<file path="src/rtl/bp_update_ctrl_pkg.sv">
// Shared types for the branch-predictor update controller.
// Branch type codes, FSM states and the queued update entry.
package bp_update_ctrl_pkg;

  localparam int BHR_W = 4;

  localparam logic [1:0] BR_DIRECT = 2'b00;
  localparam logic [1:0] BR_CALL   = 2'b01;
  localparam logic [1:0] BR_RET    = 2'b10;
  localparam logic [1:0] BR_IND    = 2'b11;

  typedef enum logic {
    ST_INIT = 1'b0,
    ST_RUN  = 1'b1
  } state_e;

  typedef struct packed {
    logic [31:0]      pc;
    logic [31:0]      target;
    logic [1:0]       btype;
    logic             taken;
    logic [BHR_W-1:0] bhr;
  } upd_entry_t;

endpackage

</file>
<file path="src/rtl/bp_update_ctrl_if.sv">
// Commit, fetch-arbitration and table-update signals of bp_update_ctrl.
// master = commit/fetch side, slave = the controller.
interface bp_update_ctrl_if #(
  parameter int IDX_W = 7
);
  import bp_update_ctrl_pkg::*;

  logic             cm0_valid;
  logic [31:0]      cm0_pc;
  logic [31:0]      cm0_target;
  logic [1:0]       cm0_type;
  logic             cm0_taken;
  logic [BHR_W-1:0] cm0_bhr;
  logic             cm1_valid;
  logic [31:0]      cm1_pc;
  logic [31:0]      cm1_target;
  logic [1:0]       cm1_type;
  logic             cm1_taken;
  logic [BHR_W-1:0] cm1_bhr;
  logic             cm_ready;
  logic             fetch_rd;
  logic             fetch_stall;
  logic             bp_clear;
  logic             upd_en;
  logic             upd_init;
  logic [IDX_W-1:0] upd_index;
  logic [31:0]      upd_pc;
  logic [31:0]      upd_target;
  logic [1:0]       upd_type;
  logic             upd_taken;
  logic [BHR_W-1:0] upd_bhr;
  logic             busy;

  modport master (
    output cm0_valid, cm0_pc, cm0_target,
    output cm0_type, cm0_taken, cm0_bhr,
    output cm1_valid, cm1_pc, cm1_target,
    output cm1_type, cm1_taken, cm1_bhr,
    output fetch_rd, bp_clear,
    input  cm_ready, fetch_stall,
    input  upd_en, upd_init, upd_index,
    input  upd_pc, upd_target, upd_type,
    input  upd_taken, upd_bhr, busy
  );

  modport slave (
    input  cm0_valid, cm0_pc, cm0_target,
    input  cm0_type, cm0_taken, cm0_bhr,
    input  cm1_valid, cm1_pc, cm1_target,
    input  cm1_type, cm1_taken, cm1_bhr,
    input  fetch_rd, bp_clear,
    output cm_ready, fetch_stall,
    output upd_en, upd_init, upd_index,
    output upd_pc, upd_target, upd_type,
    output upd_taken, upd_bhr, busy
  );

endinterface

</file>
<file path="src/rtl/bp_upd_fifo.sv">
// 2-write / 1-read circular FIFO of update entries.
// Ports: we0/d0, we1/d1 (d1 lands after d0), pop, flush; head/count/empty/full.
module bp_upd_fifo
  import bp_update_ctrl_pkg::*;
#(
  parameter int DEPTH = 8,
  localparam int PW = $clog2(DEPTH),
  localparam int CW = PW + 1
) (
  input  logic          clk,
  input  logic          resetn,
  input  logic          flush,
  input  logic          we0,
  input  upd_entry_t    d0,
  input  logic          we1,
  input  upd_entry_t    d1,
  input  logic          pop,
  output upd_entry_t    head,
  output logic [CW-1:0] count,
  output logic          empty,
  output logic          full
);

  upd_entry_t    mem_q [DEPTH];
  upd_entry_t    mem_d [DEPTH];
  logic [PW-1:0] wr_q, wr_d;
  logic [PW-1:0] rd_q, rd_d;
  logic [CW-1:0] cnt_q, cnt_d;

  always_comb begin
    mem_d = mem_q;
    wr_d  = wr_q;
    rd_d  = rd_q;
    cnt_d = cnt_q;
    if (flush) begin
      wr_d  = '0;
      rd_d  = '0;
      cnt_d = '0;
    end else begin
      if (we0) mem_d[wr_q] = d0;
      // slot 1 packs behind slot 0 only when slot 0 was written
      if (we1) mem_d[wr_q + PW'(we0)] = d1;
      wr_d  = wr_q + PW'(we0) + PW'(we1);
      rd_d  = rd_q + PW'(pop);
      cnt_d = cnt_q + CW'(we0) + CW'(we1)
            - CW'(pop);
    end
  end

  always_ff @(posedge clk) begin
    if (!resetn) begin
      wr_q  <= '0;
      rd_q  <= '0;
      cnt_q <= '0;
    end else begin
      wr_q  <= wr_d;
      rd_q  <= rd_d;
      cnt_q <= cnt_d;
    end
  end

  always_ff @(posedge clk) begin
    mem_q <= mem_d;
  end

  assign head  = mem_q[rd_q];
  assign count = cnt_q;
  assign empty = (cnt_q == '0);
  assign full  = (cnt_q == CW'(DEPTH));

endmodule

</file>
<file path="src/rtl/bp_update_ctrl.sv">
// Branch-predictor update sequencer: table clear sweep, commit FIFO, port arbiter.
// Ports: clk, resetn (sync, active-low), bus (slave side of bp_update_ctrl_if).
module bp_update_ctrl
  import bp_update_ctrl_pkg::*;
#(
  parameter int DEPTH      = 8,
  parameter int IDX_W      = 7,
  parameter int STARVE_MAX = 3,
  localparam int CW = $clog2(DEPTH) + 1,
  localparam int SW = $clog2(STARVE_MAX + 1)
) (
  input logic         clk,
  input logic         resetn,
  bp_update_ctrl_if.slave bus
);

  state_e           state_q, state_d;
  logic [IDX_W-1:0] sweep_q, sweep_d;
  logic [SW-1:0]    starve_q, starve_d;
  logic             upd_v_q, upd_v_d;
  upd_entry_t       upd_q, upd_d;

  upd_entry_t    d0, d1, head, out;
  logic [CW-1:0] cnt;
  logic          empty, full;
  logic          flush, we0, we1, grant;
  logic          ready, init;

  assign d0 = '{bus.cm0_pc, bus.cm0_target,
                bus.cm0_type, bus.cm0_taken,
                bus.cm0_bhr};
  assign d1 = '{bus.cm1_pc, bus.cm1_target,
                bus.cm1_type, bus.cm1_taken,
                bus.cm1_bhr};

  bp_upd_fifo #(.DEPTH(DEPTH)) u_fifo (
    .clk    (clk),
    .resetn (resetn),
    .flush  (flush),
    .we0    (we0),
    .d0     (d0),
    .we1    (we1),
    .d1     (d1),
    .pop    (grant),
    .head   (head),
    .count  (cnt),
    .empty  (empty),
    .full   (full)
  );

  always_comb begin
    state_d  = state_q;
    sweep_d  = sweep_q;
    starve_d = starve_q;
    upd_v_d  = 1'b0;
    upd_d    = upd_q;
    flush    = 1'b0;
    we0      = 1'b0;
    we1      = 1'b0;
    grant    = 1'b0;
    ready    = 1'b0;
    unique case (state_q)
      ST_INIT: begin
        sweep_d  = sweep_q + 1'b1;
        starve_d = '0;
        if (&sweep_q) state_d = ST_RUN;
        if (bus.bp_clear) begin
          sweep_d = '0;
          state_d = ST_INIT;
        end
      end
      ST_RUN: begin
        ready = (cnt <= CW'(DEPTH - 2));
        if (bus.bp_clear) begin
          // no grant here so nothing but
          // sweep writes follow the clear
          flush    = 1'b1;
          sweep_d  = '0;
          starve_d = '0;
          state_d  = ST_INIT;
        end else begin
          we0 = ready & bus.cm0_valid;
          we1 = ready & bus.cm1_valid;
          if (empty) begin
            starve_d = '0;
          end else if (!bus.fetch_rd || full ||
                       starve_q == SW'(STARVE_MAX)) begin
            grant    = 1'b1;
            starve_d = '0;
            upd_v_d  = 1'b1;
            upd_d    = head;
          end else begin
            starve_d = starve_q + 1'b1;
          end
        end
      end
      default: state_d = ST_INIT;
    endcase
  end

  always_ff @(posedge clk) begin
    if (!resetn) begin
      state_q  <= ST_INIT;
      sweep_q  <= '0;
      starve_q <= '0;
      upd_v_q  <= 1'b0;
      upd_q    <= '0;
    end else begin
      state_q  <= state_d;
      sweep_q  <= sweep_d;
      starve_q <= starve_d;
      upd_v_q  <= upd_v_d;
      upd_q    <= upd_d;
    end
  end

  // outputs are gated by resetn so they read
  // zero while reset is held, even before the
  // first reset edge has been taken
  always_comb begin
    init            = (state_q == ST_INIT);
    bus.busy        = !resetn | init;
    bus.fetch_stall = !resetn | init |
                      (bus.fetch_rd & grant);
    bus.cm_ready    = resetn & ready;
    bus.upd_en      = resetn & (init | upd_v_q);
    bus.upd_init    = resetn & init;
    bus.upd_index   = (resetn & init) ? sweep_q : '0;
    out = (resetn & !init & upd_v_q) ? upd_q : '0;
    bus.upd_pc      = out.pc;
    bus.upd_target  = out.target;
    bus.upd_type    = out.btype;
    bus.upd_taken   = out.taken;
    bus.upd_bhr     = out.bhr;
  end

endmodule

</file>
<file path="src/flat_wrapper.sv">
// flat-port wrapper written by rule: the top's interface ports become plain ports
module bp_update_ctrl_flat import bp_update_ctrl_pkg::*;
#(
  parameter int DEPTH      = 8,
  parameter int IDX_W      = 7,
  parameter int STARVE_MAX = 3,
  localparam int CW = $clog2(DEPTH) + 1,
  localparam int SW = $clog2(STARVE_MAX + 1)
)
  (clk, resetn, bus_cm0_valid, bus_cm0_pc, bus_cm0_target, bus_cm0_type, bus_cm0_taken, bus_cm0_bhr, bus_cm1_valid, bus_cm1_pc, bus_cm1_target, bus_cm1_type, bus_cm1_taken, bus_cm1_bhr, bus_fetch_rd, bus_bp_clear, bus_cm_ready, bus_fetch_stall, bus_upd_en, bus_upd_init, bus_upd_index, bus_upd_pc, bus_upd_target, bus_upd_type, bus_upd_taken, bus_upd_bhr, bus_busy);
  bp_update_ctrl_if #(.IDX_W(IDX_W)) bus_i ();
  input logic clk;
  input logic resetn;
  input wire logic [$bits(bus_i.cm0_valid)-1:0] bus_cm0_valid;
  input wire logic [$bits(bus_i.cm0_pc)-1:0] bus_cm0_pc;
  input wire logic [$bits(bus_i.cm0_target)-1:0] bus_cm0_target;
  input wire logic [$bits(bus_i.cm0_type)-1:0] bus_cm0_type;
  input wire logic [$bits(bus_i.cm0_taken)-1:0] bus_cm0_taken;
  input wire logic [$bits(bus_i.cm0_bhr)-1:0] bus_cm0_bhr;
  input wire logic [$bits(bus_i.cm1_valid)-1:0] bus_cm1_valid;
  input wire logic [$bits(bus_i.cm1_pc)-1:0] bus_cm1_pc;
  input wire logic [$bits(bus_i.cm1_target)-1:0] bus_cm1_target;
  input wire logic [$bits(bus_i.cm1_type)-1:0] bus_cm1_type;
  input wire logic [$bits(bus_i.cm1_taken)-1:0] bus_cm1_taken;
  input wire logic [$bits(bus_i.cm1_bhr)-1:0] bus_cm1_bhr;
  input wire logic [$bits(bus_i.fetch_rd)-1:0] bus_fetch_rd;
  input wire logic [$bits(bus_i.bp_clear)-1:0] bus_bp_clear;
  output wire logic [$bits(bus_i.cm_ready)-1:0] bus_cm_ready;
  output wire logic [$bits(bus_i.fetch_stall)-1:0] bus_fetch_stall;
  output wire logic [$bits(bus_i.upd_en)-1:0] bus_upd_en;
  output wire logic [$bits(bus_i.upd_init)-1:0] bus_upd_init;
  output wire logic [$bits(bus_i.upd_index)-1:0] bus_upd_index;
  output wire logic [$bits(bus_i.upd_pc)-1:0] bus_upd_pc;
  output wire logic [$bits(bus_i.upd_target)-1:0] bus_upd_target;
  output wire logic [$bits(bus_i.upd_type)-1:0] bus_upd_type;
  output wire logic [$bits(bus_i.upd_taken)-1:0] bus_upd_taken;
  output wire logic [$bits(bus_i.upd_bhr)-1:0] bus_upd_bhr;
  output wire logic [$bits(bus_i.busy)-1:0] bus_busy;
  assign bus_i.cm0_valid = bus_cm0_valid;
  assign bus_i.cm0_pc = bus_cm0_pc;
  assign bus_i.cm0_target = bus_cm0_target;
  assign bus_i.cm0_type = bus_cm0_type;
  assign bus_i.cm0_taken = bus_cm0_taken;
  assign bus_i.cm0_bhr = bus_cm0_bhr;
  assign bus_i.cm1_valid = bus_cm1_valid;
  assign bus_i.cm1_pc = bus_cm1_pc;
  assign bus_i.cm1_target = bus_cm1_target;
  assign bus_i.cm1_type = bus_cm1_type;
  assign bus_i.cm1_taken = bus_cm1_taken;
  assign bus_i.cm1_bhr = bus_cm1_bhr;
  assign bus_i.fetch_rd = bus_fetch_rd;
  assign bus_i.bp_clear = bus_bp_clear;
  assign bus_cm_ready = bus_i.cm_ready;
  assign bus_fetch_stall = bus_i.fetch_stall;
  assign bus_upd_en = bus_i.upd_en;
  assign bus_upd_init = bus_i.upd_init;
  assign bus_upd_index = bus_i.upd_index;
  assign bus_upd_pc = bus_i.upd_pc;
  assign bus_upd_target = bus_i.upd_target;
  assign bus_upd_type = bus_i.upd_type;
  assign bus_upd_taken = bus_i.upd_taken;
  assign bus_upd_bhr = bus_i.upd_bhr;
  assign bus_busy = bus_i.busy;
  bp_update_ctrl #(.DEPTH(DEPTH), .IDX_W(IDX_W), .STARVE_MAX(STARVE_MAX)) u_core (.clk(clk), .resetn(resetn), .bus(bus_i));
endmodule
</file>
<file path="config.mk">
export PLATFORM = sky130hd
export DESIGN_NAME = bp_update_ctrl_flat
export DESIGN_NICKNAME = d
export VERILOG_FILES = /design/src/rtl/bp_update_ctrl_pkg.sv /design/src/rtl/bp_update_ctrl_if.sv /design/src/rtl/bp_upd_fifo.sv /design/src/rtl/bp_update_ctrl.sv /design/src/flat_wrapper.sv
export SDC_FILE = /design/constraint.sdc
export NUM_CORES = 2
export LEC_CHECK = 0
export ABC_AREA = 1
export BUFFER_PORTS_ARGS = -buffer_cell sky130_fd_sc_hd__buf_2
export CORE_MARGIN = 5
export CORE_UTILIZATION = 30
export DETAILED_ROUTE_END_ITERATION = 6
export MAX_ROUTING_LAYER = met4
export PLACE_DENSITY = 0.5
export SYNTH_ARGS = -nofsm -noshare
export SYNTH_HDL_FRONTEND = slang
export SYNTH_SLANG_ARGS = --single-unit
</file>
<file path="constraint.sdc">
create_clock -name clk -period 21.4 [get_ports clk]
set_input_delay 4.28 -clock clk [delete_from_list [all_inputs] [get_ports clk]]
set_output_delay 4.28 -clock clk [all_outputs]
set_load 0.02 [all_outputs]
</file>
---- After elaboration in Yosys (flattened, before gate mapping) ----
Index checks and enable logic that the tools add are counted.
cells by class
  add/sub/neg operators ................... 8
  order comparisons ....................... 6
  equality and inequality tests ........... 3
  muxes and demuxes ....................... 36
  bitwise gates (word level) .............. 18
  reduce and logical (&&, ||, !) cells .... 10
operator list
  kind                                                            number
  2-to-1 mux 568 bit                                              3
  bitwise mux 568 bit                                             2
  demux 71 bit (select 3 bit)                                     2
  2-to-1 mux 71 bit                                               5
  binary-select mux 71 bit (select 3 bit)                         1
  2-to-1 mux 7 bit                                                3
  2-to-1 mux 1 bit                                                14
  case mux 7 bit (2 select lines)                                 1
  greater-or-equal comparator 4 bit, second input constant        3
  NOT 3 -> 4 bit                                                  3
  adder 3 x 1 -> 3 bit                                            3
  adder 4 x 1 -> 4 bit                                            2
  bitwise AND 1 bit                                               8
  less-than comparator 4 x 1 -> 1 bit, second input constant      2
  adder 7 x 1 -> 7 bit, second input constant                     1
  AND reduction 7 bit                                             1
  2-to-1 mux 2 bit                                                3
  == test 4 bit, second input constant                            1
  less-or-equal comparator 4 x 3 -> 1 bit, second input constant  1
  logical NOT 4 bit                                               1
  NOT 1 bit                                                       4
  case mux 2 bit (2 select lines)                                 1
  AND reduction 4 bit                                             1
  subtractor 4 x 1 -> 4 bit                                       1
  other kinds (9)                                                 14
word-level totals
  register bits after elaboration ......... 660
  input bits .............................. 148

---- Logic depth before layout (Yosys ltp) ----
  depth in word-level cells ............... 12
  depth in mapped cells ................... 18
  mapped depth without buffers ............ 16

---- Cells and area by module ----
Synthesis repeated with hierarchy kept, for this count alone.
unflattened totals
  cell total of the unflattened synthesis .. 7077
  area, all modules ....................... 45373.5 µm²
by module, submodules not included
  module          times used  cells each  area each (µm²)  sequential area each (µm²)
  bp_upd_fifo     1           6368        41068.1          17256.6
  bp_update_ctrl  1           709         4305.4           1641.6

---- Worst setup path after synthesis ----
Ideal clock, no wire load.
  kind .................................... input to register
  from .................................... in bus_bp_clear
  to ...................................... reg u_core.u_fifo.cnt_q[3], in the netlist u_core.u_fifo.count[3]
  library setup time ...................... 0.146 ns
  arrival ................................. 19.159 ns
  required time ........................... 21.254 ns
  setup slack ............................. 2.094 ns
  stages .................................. 3
  buffers on the path ..................... 0
  cell sequence ........................... nand2_1 -> nand2_1 -> a21oi_1
on the way
  cells in the longest elaborated chain, start to end .. 5
  elaborated cells between the ends (all ways) .. 12
RTL lines
  element                             RTL line              RTL
  start: declaration                  flat_wrapper.sv:27    input wire logic [$bits(bus_i.bp_clear)-1:0] bus_bp_clear;
  2-to-1 mux 1 bit                    bp_update_ctrl.sv:74  if (bus.bp_clear) begin
  2-to-1 mux 1 bit                    bp_update_ctrl.sv:62  unique case (state_q)
  adder 4 x 1 -> 4 bit (2 in series)  bp_upd_fifo.sv:45     cnt_d = cnt_q + CW'(we0) + CW'(we1)
  subtractor 4 x 1 -> 4 bit           bp_upd_fifo.sv:46     - CW'(pop);
  end signal: assignment              bp_upd_fifo.sv:58     cnt_q <= cnt_d;
  end: declaration                    bp_upd_fifo.sv:28     logic [CW-1:0] cnt_q, cnt_d;
Several ways; a longest one is shown, not always the timed one.
A chain may end at the register's enable or synchronous reset.

---- Worst setup path in the final report ----
  from .................................... in resetn
  to ...................................... out bus_upd_target[15]
on the way
  cells in the longest elaborated chain, start to end .. 3
RTL lines
  element                          RTL line               RTL
  start: declaration               flat_wrapper.sv:13     input logic resetn;
  bitwise AND 1 bit (2 in series)  bp_update_ctrl.sv:129  out = (resetn & !init & upd_v_q) ? upd_q : '0;
  2-to-1 mux 71 bit                bp_update_ctrl.sv:129
  end: declaration                 flat_wrapper.sv:34     output wire logic [$bits(bus_i.upd_target)-1:0] bus_upd_target;
No other way between the ends.

==> flow_summary.json <==
{
  "vdd.ir_drop.worst_v": 0.0000569,
  "p_leak_nw": 23.3,
  "grt_antenna_before_repair": 17,
  "cp_top_family": "buffers and inverters",
  "netSwitchingFraction_pct": 24.3,
  "wl_per_cell_um": 23.1,
  "maxCapViolCount": 0,
  "maxClockFrequency_ghz": 0.0977,
  "cts.repair.resized": 0,
  "fin_nets": 6465,
  "regToRegSetupSlack_ns": 15.97,
  "synth.cell_area_mm2": 0.0440,
  "routed_wl_um": 192000,
  "post-route-period-util_pct": 47.8,
  "die_boundary_height_um": 393,
  "worstHoldPathCells": 1,
  "postRouteAntennaNets": 0,
  "first_global_vias": 41449,
  "worst_clock_skew_ns": 0.0238,
  "unrepaired_setup_endpoints_after_global_routing": "no",
  "place_worst_setup_slack_ns": 11.04,
  "grt_max_degree": 184,
  "clk_latency_ns": 0.72,
  "power.combinational.fraction_pct": 4.4,
  "yosys_warnings": 0,
  "max_slew.worst_pin.slew_ns": 1.26,
  "drc_errors": 0,
  "internal_cell_power_mw": 2.30,
  "net-switching-power_mw": 0.739,
  "cts-root-to-sink-buffers": 3,
  "setup_slack_ns": 11.16,
  "fraction_of_layout_cells_with_a_size_suffix_above_1_pct": 7.51,
  "reg2reg_depth": 15,
  "ctsHtreeMaxLevel": 3,
  "die_w_um": 393,
  "maxSlewHeadroom_pct": 16.0,
  "synth.ff_latch_count": 660,
  "synth-main-ff-cell": "sky130_fd_sc_hd__edfxtp_1",
  "arrival_ns": 5.96,
  "setup-violations-final": 0,
  "worstPathCellList": "buf_4 > nand2_1 > inv_1 > nand2_4 > buf_4 > nor2_1 > buf_2",
  "dp.final_hpwl_um": 98600,
  "rr_endpoint": "u_core.u_fifo.mem_q[455]",
  "power_density_mw_per_mm2": 62.1,
  "cts_num_sinks": 660,
  "placement.io_buffers": 230,
  "initial_core_util_pct": 30.2,
  "min-delay-path-class": "flop to flop",
  "hold_end": "u_core.starve_q[0]",
  "timing.hold.worst.start": "u_core.starve_q[0]",
  "place_congestion": 0.790,
  "groute.usage.overall_pct": 24.7,
  "synthesis.instances": 6485,
  "final_hold_viol_count": 0,
  "startpoint_type": "primary input",
  "route.detailed.vias_per_inst": 5.29,
  "cpPeakStageDelay_ns": 0.69,
  "number_of_placed_i_o_pins": 231,
  "final_common_cell": "sky130_fd_sc_hd__nand2_1",
  "worst_setup_hold_path_clk_slew_ns": 0.06,
  "syn_nets": 6648,
  "initialDrtViolationCount": 5073,
  "wire_length_of_the_first_global_routing_pass_um": 282000,
  "cts-root-buf": "sky130_fd_sc_hd__clkbuf_16",
  "syn_area_per_cell_um2": 6.78,
  "synth_async_sr_flop_share_pct": 0,
  "seq_power_share_pct": 46.8,
  "gr-total-overflow": 0,
  "drtPass1Iterations": 6,
  "layout_common_cells": "sky130_fd_sc_hd__nand2_1 (2387), sky130_fd_sc_hd__nand3_1 (860), sky130_fd_sc_hd__inv_1 (749)",
  "postCtsSetupRepairBufs": 0,
  "critical_path.reg2reg.startpoint": "u_core.u_fifo.count[3]",
  "core_area_mm2": 0.146,
  "cell_mode_on_critical_path": "sky130_fd_sc_hd__buf_4",
  "register_area_share_after_synthesis_pct": 43.0,
  "number_of_enable_type_register_cells_in_the_synthesized_netlist": 568,
  "crit_fanout": 71,
  "fp.dieArea_mm2": 0.154,
  "nFillCells": 15781,
  "timing_worst_setup_path_type": "primary input to output pin",
  "finalMaxSlewViolations": 0,
  "distinct_cells_synth": 24,
  "placement_rows": 140,
  "tritoncts": "yes",
  "final.min_clock_period_ns": 10.24,
  "tns_ns": 0,
  "cp_max_delay_cell": "sky130_fd_sc_hd__buf_4",
  "end_kind": "output pin",
  "worstPathBufferInverterCount": 4,
  "outcome": "complete, no violations",
  "timing.critical_path.required_ns": 17.12,
  "cts_buffers": 88,
  "power.share.clock_pct": 48.9,
  "hold_buffers": 0,
  "dr_total_vias": 43910,
  "area.growth.synth_to_final_pct": 11.2
}
-- through the flow --
step / instance area, um2 / cells / utilization (%) / total power, mW / hold WS [ns]
after floorplan: 44000 / 6485 / - / 1.53 / 0.398
after global placement: 46100 / 8129 / 31.6 / 1.58 / 0.406
after detailed placement: 46100 / 8129 / 31.6 / 1.58 / 0.415
after CTS: 48900 / 8294 / 33.6 / 3.06 / 0.424
after global routing: 48900 / 8301 / 33.6 / 3.13 / 0.438
final: 48900 / 8302 / 33.6 / 3.04 / 0.422
-- routing by layer --
metal | global-route usage [%] | wire [um]
met5 | - | 0
met2 | 39.6 | 90000
met1 | 32.2 | 80600
met4 | 7.48 | 5630
met3 | 3.89 | 15400
-- registers in the layout, summed over array words and instances, names as in the netlist --
register,count
u_core.u_fifo.rd_q,3
u_core.state_q,1
u_core.u_fifo.wr_q,3
u_core.upd_v_q,1
u_core.upd_q,71
u_core.sweep_q,7
u_core.starve_q,2
u_core.u_fifo.mem_q,568
u_core.u_fifo.count,4
-- Yosys cell counts, types with 2 or more instances --
library cell	n	area share [%]
sky130_fd_sc_hd__fa_1	2	0.091
sky130_fd_sc_hd__ha_1	13	0.37
sky130_fd_sc_hd__inv_2	10	0.085
sky130_fd_sc_hd__nand2_2	7	0.10
sky130_fd_sc_hd__nor2_1	466	4.0
sky130_fd_sc_hd__clkbuf_2	67	0.76
sky130_fd_sc_hd__edfxtp_1	568	39
sky130_fd_sc_hd__nor2_4	2	0.051
sky130_fd_sc_hd__buf_1	63	0.54
sky130_fd_sc_hd__clkbuf_1	374	3.2
sky130_fd_sc_hd__a21oi_1	10	0.11
sky130_fd_sc_hd__inv_1	752	6.4
sky130_fd_sc_hd__buf_2	73	0.83
sky130_fd_sc_hd__nor3_1	4	0.046
sky130_fd_sc_hd__o21ai_0	77	0.88
sky130_fd_sc_hd__dfxtp_1	92	4.2
sky130_fd_sc_hd__nand4_1	639	9.1
sky130_fd_sc_hd__nand2_1	2392	20
sky130_fd_sc_hd__nand3_1	869	9.9
-- area by class of cell --
class                   instances  area [um2]  area share, %
clock inverters                32         256          0.525
diodes                          8        20.0         0.0410
flip-flops and latches        660       18900           38.7
multi-input cells            4485       20100           41.1
inverters                     762        2900           5.92
clock buffers                 133        2540           5.21
well taps                    1917        2400           4.91
repair buffers                305        1770           3.61
-- power groups by stage --
stage | combinational (mW) | sequential [mW] | clock [mW]
2_1_floorplan | 0.0895 | 1.44 | 0
3_3_place_gp | 0.131 | 1.45 | 0
3_5_place_dp | 0.132 | 1.45 | 0
4_1_cts | 0.133 | 1.42 | 1.51
5_1_grt | 0.152 | 1.42 | 1.55
6_report | 0.132 | 1.42 | 1.48
-- worst max-delay path by stage --
stage | startpoint | end | slack [ns] | cells after the start
finish | resetn | bus_upd_target[15] | 11.16 | 7
global route | resetn | bus_upd_pc[28] | 10.95 | 7
CTS | resetn | bus_upd_target[15] | 11.03 | 7
detailed placement | resetn | bus_upd_target[15] | 11.04 | 7
global placement | resetn | bus_upd_pc[27] | 11.11 | 7
floorplan | bus_bp_clear | u_core.u_fifo.count[3] | 2.09 | 3
-- cell families after synthesis --
kind of cell | Yosys count | share of synthesized area, %
AND/OR/NAND/NOR | 4381 | 43.7
buffers and inverters | 1340 | 11.9
flip-flops | 660 | 43.0
AO/OA/AOI/OAI | 87 | 0.991
adder cells (fa/ha/maj) | 15 | 0.461
XOR/XNOR | 2 | 0.0399
No activity file was read; power rests on OpenSTA's default activity.
